[src/rtl/gen_mode_decode_stream.sv]
// rtl/gen_mode_decode_stream.sv - receive-side decoder for MODE-selected link encodings
// Registered decode with error counting; output buffer is a single register or a DEPTH-entry FIFO.
module gen_mode_decode_stream #(
  parameter int WIDTH    = 8,
  parameter int MODE     = 0,
  parameter int USE_FIFO = 0,
  parameter int DEPTH    = 4,
  parameter int CNT_W    = 16
) (
  input  logic             clk,
  input  logic             rst_n,
  input  logic             in_valid,
  output logic             in_ready,
  input  logic [WIDTH-1:0] in_data,
  output logic             out_valid,
  input  logic             out_ready,
  output logic [WIDTH-1:0] out_data,
  output logic             out_err,
  input  logic             clr_err,
  output logic [CNT_W-1:0] err_cnt
);

  logic [WIDTH-1:0] dec_data;
  logic             dec_err;
  logic             accept;

  assign accept = in_valid & in_ready;

  generate
    if (MODE == 0) begin : g_dec_pass
      assign dec_data = in_data;
      assign dec_err  = 1'b0;
    end else if (MODE == 1) begin : g_dec_inv
      assign dec_data = ~in_data;
      assign dec_err  = 1'b0;
    end else if (MODE == 2) begin : g_dec_shl
      // The encoder shifts left, so a set LSB can never be produced by a valid word.
      assign dec_data = {1'b0, in_data[WIDTH-1:1]};
      assign dec_err  = in_data[0];
    end else begin : g_dec_zero
      assign dec_data = '0;
      assign dec_err  = |in_data;
    end
  endgenerate

  // Counted at accept time so the count does not depend on consumer back-pressure.
  always_ff @(posedge clk or negedge rst_n) begin
    if (!rst_n) begin
      err_cnt <= '0;
    end else if (clr_err) begin
      err_cnt <= '0;
    end else if (accept && dec_err && (err_cnt != {CNT_W{1'b1}})) begin
      err_cnt <= err_cnt + {{(CNT_W-1){1'b0}}, 1'b1};
    end
  end

  generate
    if (USE_FIFO == 0) begin : g_reg
      logic [WIDTH-1:0] data_q;
      logic             err_q;
      logic             valid_q;

      assign in_ready  = !valid_q | out_ready;
      assign out_valid = valid_q;
      assign out_data  = data_q;
      assign out_err   = err_q;

      always_ff @(posedge clk or negedge rst_n) begin
        if (!rst_n) begin
          valid_q <= 1'b0;
          data_q  <= '0;
          err_q   <= 1'b0;
        end else if (accept) begin
          valid_q <= 1'b1;
          data_q  <= dec_data;
          err_q   <= dec_err;
        end else if (out_ready) begin
          valid_q <= 1'b0;
        end
      end
    end else begin : g_fifo
      localparam int AW = $clog2(DEPTH);
      localparam logic [AW:0] FULL_CNT = (AW+1)'(DEPTH);

      logic [WIDTH:0]  mem [DEPTH];
      logic [AW-1:0]   wr_ptr;
      logic [AW-1:0]   rd_ptr;
      logic [AW:0]     count;
      logic            full;
      logic            empty;
      logic            pop;

      assign full      = (count == FULL_CNT);
      assign empty     = (count == '0);
      assign pop       = !empty & out_ready;
      assign in_ready  = !full;
      assign out_valid = !empty;
      assign out_data  = mem[rd_ptr][WIDTH-1:0];
      assign out_err   = mem[rd_ptr][WIDTH];

      // DEPTH is a power of two, so pointer wrap is the natural overflow.
      always_ff @(posedge clk or negedge rst_n) begin
        if (!rst_n) begin
          wr_ptr <= '0;
          rd_ptr <= '0;
          count  <= '0;
          for (int i = 0; i < DEPTH; i++) mem[i] <= '0;
        end else begin
          if (accept) begin
            mem[wr_ptr] <= {dec_err, dec_data};
            wr_ptr      <= wr_ptr + 1'b1;
          end
          if (pop) rd_ptr <= rd_ptr + 1'b1;
          case ({accept, pop})
            2'b10:   count <= count + 1'b1;
            2'b01:   count <= count - 1'b1;
            default: count <= count;
          endcase
        end
      end
    end
  endgenerate

endmodule

[config.mk]
export PLATFORM = sky130hd
export DESIGN_NAME = gen_mode_decode_stream
export DESIGN_NICKNAME = d
export VERILOG_FILES = /design/src/rtl/gen_mode_decode_stream.sv
export SDC_FILE = /design/constraint.sdc
export NUM_CORES = 1
export LEC_CHECK = 0
export ABC_AREA = 1
export ABC_CLOCK_PERIOD_IN_PS = 2000
export CAP_MARGIN = 20
export CORE_UTILIZATION = 34
export DETAILED_ROUTE_END_ITERATION = 8
export PLACE_DENSITY = 0.88
export SKIP_LAST_GASP = 1
export SYNTH_ARGS = -nofsm -noshare
export SYNTH_HDL_FRONTEND = slang
export SYNTH_SLANG_ARGS = --single-unit
[constraint.sdc]
create_clock -name clk -period 2 [get_ports clk]
set_clock_uncertainty 0.1 [all_clocks]
set_input_delay 0.3 -clock clk [delete_from_list [all_inputs] [get_ports clk]]
set_output_delay 0.3 -clock clk [all_outputs]
set_load 0.01 [all_outputs]
==> impl_metrics.json <==
{
  "finalCritPeriodShare": 0.885,
  "tritoncts": "done",
  "timing.hold.ws_ps": 236,
  "end_kind": "output pin",
  "fp.dieH_um": 40.3,
  "dp_hpwl_um": 651,
  "start_util": 0.374,
  "yosys_warnings": 0,
  "core_area_mm2": 0.00133,
  "vias": 388,
  "irDropWorstVdd_v": 0.000341,
  "reg2reg_slack_ps": 890,
  "grt_usage": 0.123,
  "fin_nets": 94,
  "status": "finished, final reports clean",
  "grt_antenna_before_repair": 0,
  "synth_top_family_by_area": "buffers and inverters",
  "io_pins": 40,
  "hp-class": "in2async",
  "max_cap_viol_count": 0,
  "r2r-end": "out_data[7]$_DFFE_PN0P_",
  "synth_compound_area_frac": 0,
  "syn_area_um2": 499,
  "cts_setup_buffers": 0,
  "grt_remaining_overflow": 0,
  "area_growth_pct": 34.6,
  "crit_end": "in_ready",
  "synth_seq_cells": 9,
  "drive_gt1_frac": 0.0750,
  "wl_um": 829,
  "dpl-instance-area_um2": 646,
  "hold_buffers": 0,
  "clkLatencyLatePin_ps": 250,
  "critPathMaxFanout": 2,
  "die_w_um": 40.3,
  "dr.pass1.iters": 3,
  "p_per_area_mw_per_mm2": 741,
  "via_per_inst": 4.08,
  "p_leak_nw": 0.349,
  "period_minus_slack_ps": 1770,
  "r2r-start": "out_valid$_DFFE_PN0P_",
  "muxShareOfSynthArea": 0,
  "portBuffers": 21,
  "crit_start": "out_ready",
  "yosysSeqAreaShare": 0.451,
  "yosys.area_share.simple": 0.233,
  "route.detailed.drc": 0,
  "htree_num_levels": 1,
  "avgSynthCellArea_um2": 8.76,
  "path_class": "in2out",
  "clockRootBuffer": "clkbuf_4",
  "drtIter0Drc": 2,
  "cts_buffers": 3,
  "slew_viol_final": 0,
  "diodes": 0,
  "stdcell_area_um2": 672,
  "worstPathArrival_ps": 1370,
  "grt_pass1_vias": 289,
  "fp-row-count": 13,
  "synthXorXnorAreaFrac": 0,
  "hold_viol": 0,
  "required_ps": 1600,
  "yosys.area_share.adder": 0,
  "final-setup-viol-count": 0,
  "netlist_instances": 57,
  "antenna_left": 0,
  "place_congestion": 0.621,
  "clock_sinks": 9,
  "routedWlPerCell_um": 8.73,
  "fin_setup_tns_ps": 0,
  "rsz0062_at_grt": "false",
  "r2r_cells": 5,
  "cts.clk_slew.worst_paths_ps": 60,
  "startpoint_type": "primary input",
  "clockBufferDepth": 2,
  "cts-resized-gates": 0,
  "yosys.cell_types.count": 8,
  "dieArea_mm2": 0.00163,
  "grt_max_degree": 11,
  "fmax_mhz": 565,
  "grt_pass1_wl_um": 1200
}
## logic make-up after synthesis
| kind of cell | count (synthesis) |
|---|---|
| other cells | 1 |
| simple gates | 27 |
| flops | 9 |
| buf+inv | 20 |
## layout make-up
cell class	instances	area, µm²
flip-flops and latches	9	225
well taps	15	18.8
fillers	135	662
multi-input cells	44	180
inverters	1	3.75
repair buffers	22	218
clock buffers	4	26.3
## state kept, by name, indices dropped and copies added, names as in the netlist
register	flops
out_valid	1
out_data	8
## cells in the mapped netlist
| library cell | n | share of area |
|---|---|---|
| buf_4 | 17 | 0.26 |
| buf_6 | 2 | 0.045 |
| conb_1 | 1 | 0.0075 |
| dfrtp_1 | 9 | 0.45 |
| inv_1 | 1 | 0.0075 |
| nand2_1 | 17 | 0.13 |
| nand2_2 | 2 | 0.025 |
| nand3_1 | 8 | 0.080 |
## layer usage
| metal | track usage | up-vias | part of all wire |
|---|---|---|---|
| li1 | - | 189 | - |
| met1 | 0.125 | 169 | 0.37 |
| met2 | 0.206 | 28 | 0.52 |
| met3 | 0.0500 | 2 | 0.10 |
| met4 | 0.0750 | 0 | 0.0097 |
| met5 | 0 | - | 0 |
## power breakdown
group,switching [W],internal [W]
sequential,0.0000133,0.000207
combinational,0.0000659,0.0000763
clock,0.0000590,0.0000766
## per-stage QoR
| stage | std cells | worst slack, ps | total power, W | util |
|---|---|---|---|---|
| after global placement | 91 | 236 | 0.000362 | 0.484 |
| after floorplan | 73 | 976 | 0.000310 | - |
| after global routing | 95 | 158 | 0.000535 | 0.504 |
| after CTS | 95 | 221 | 0.000509 | 0.504 |
| after detailed placement | 91 | 225 | 0.000367 | 0.484 |
| final | 95 | 229 | 0.000498 | 0.504 |
## worst max-delay path, cell delays in order
cell	delay [ps]
clkdlybuf4s50_1	450
inv_1	40
nand2_2	50
clkdlybuf4s50_1	520
## worst min path at each step
stage	from	end	slack [ps]	cells after the start
6_report	rst_n	out_data[4]$_DFFE_PN0P_	240	1
5_1_grt	rst_n	out_data[7]$_DFFE_PN0P_	260	1
2_1_floorplan	rst_n	out_data[0]$_DFFE_PN0P_	-100	0
4_1_cts	rst_n	out_data[7]$_DFFE_PN0P_	240	1
3_3_place_gp	out_data[7]$_DFFE_PN0P_	out_data[7]$_DFFE_PN0P_	350	2
3_5_place_dp	out_data[3]$_DFFE_PN0P_	out_data[3]$_DFFE_PN0P_	360	2
## cell usage in the layout (no fill, tap or decap), drive strengths merged
cell / Yosys / layout
nand2: 19 / 19
clkdlybuf4s50: 0 / 21
inv: 1 / 1
clkbuf: 0 / 4
buf: 19 / 1
conb: 1 / 17
nand3: 8 / 8
dfrtp: 9 / 9
No activity file was read; power rests on OpenSTA's default activity.
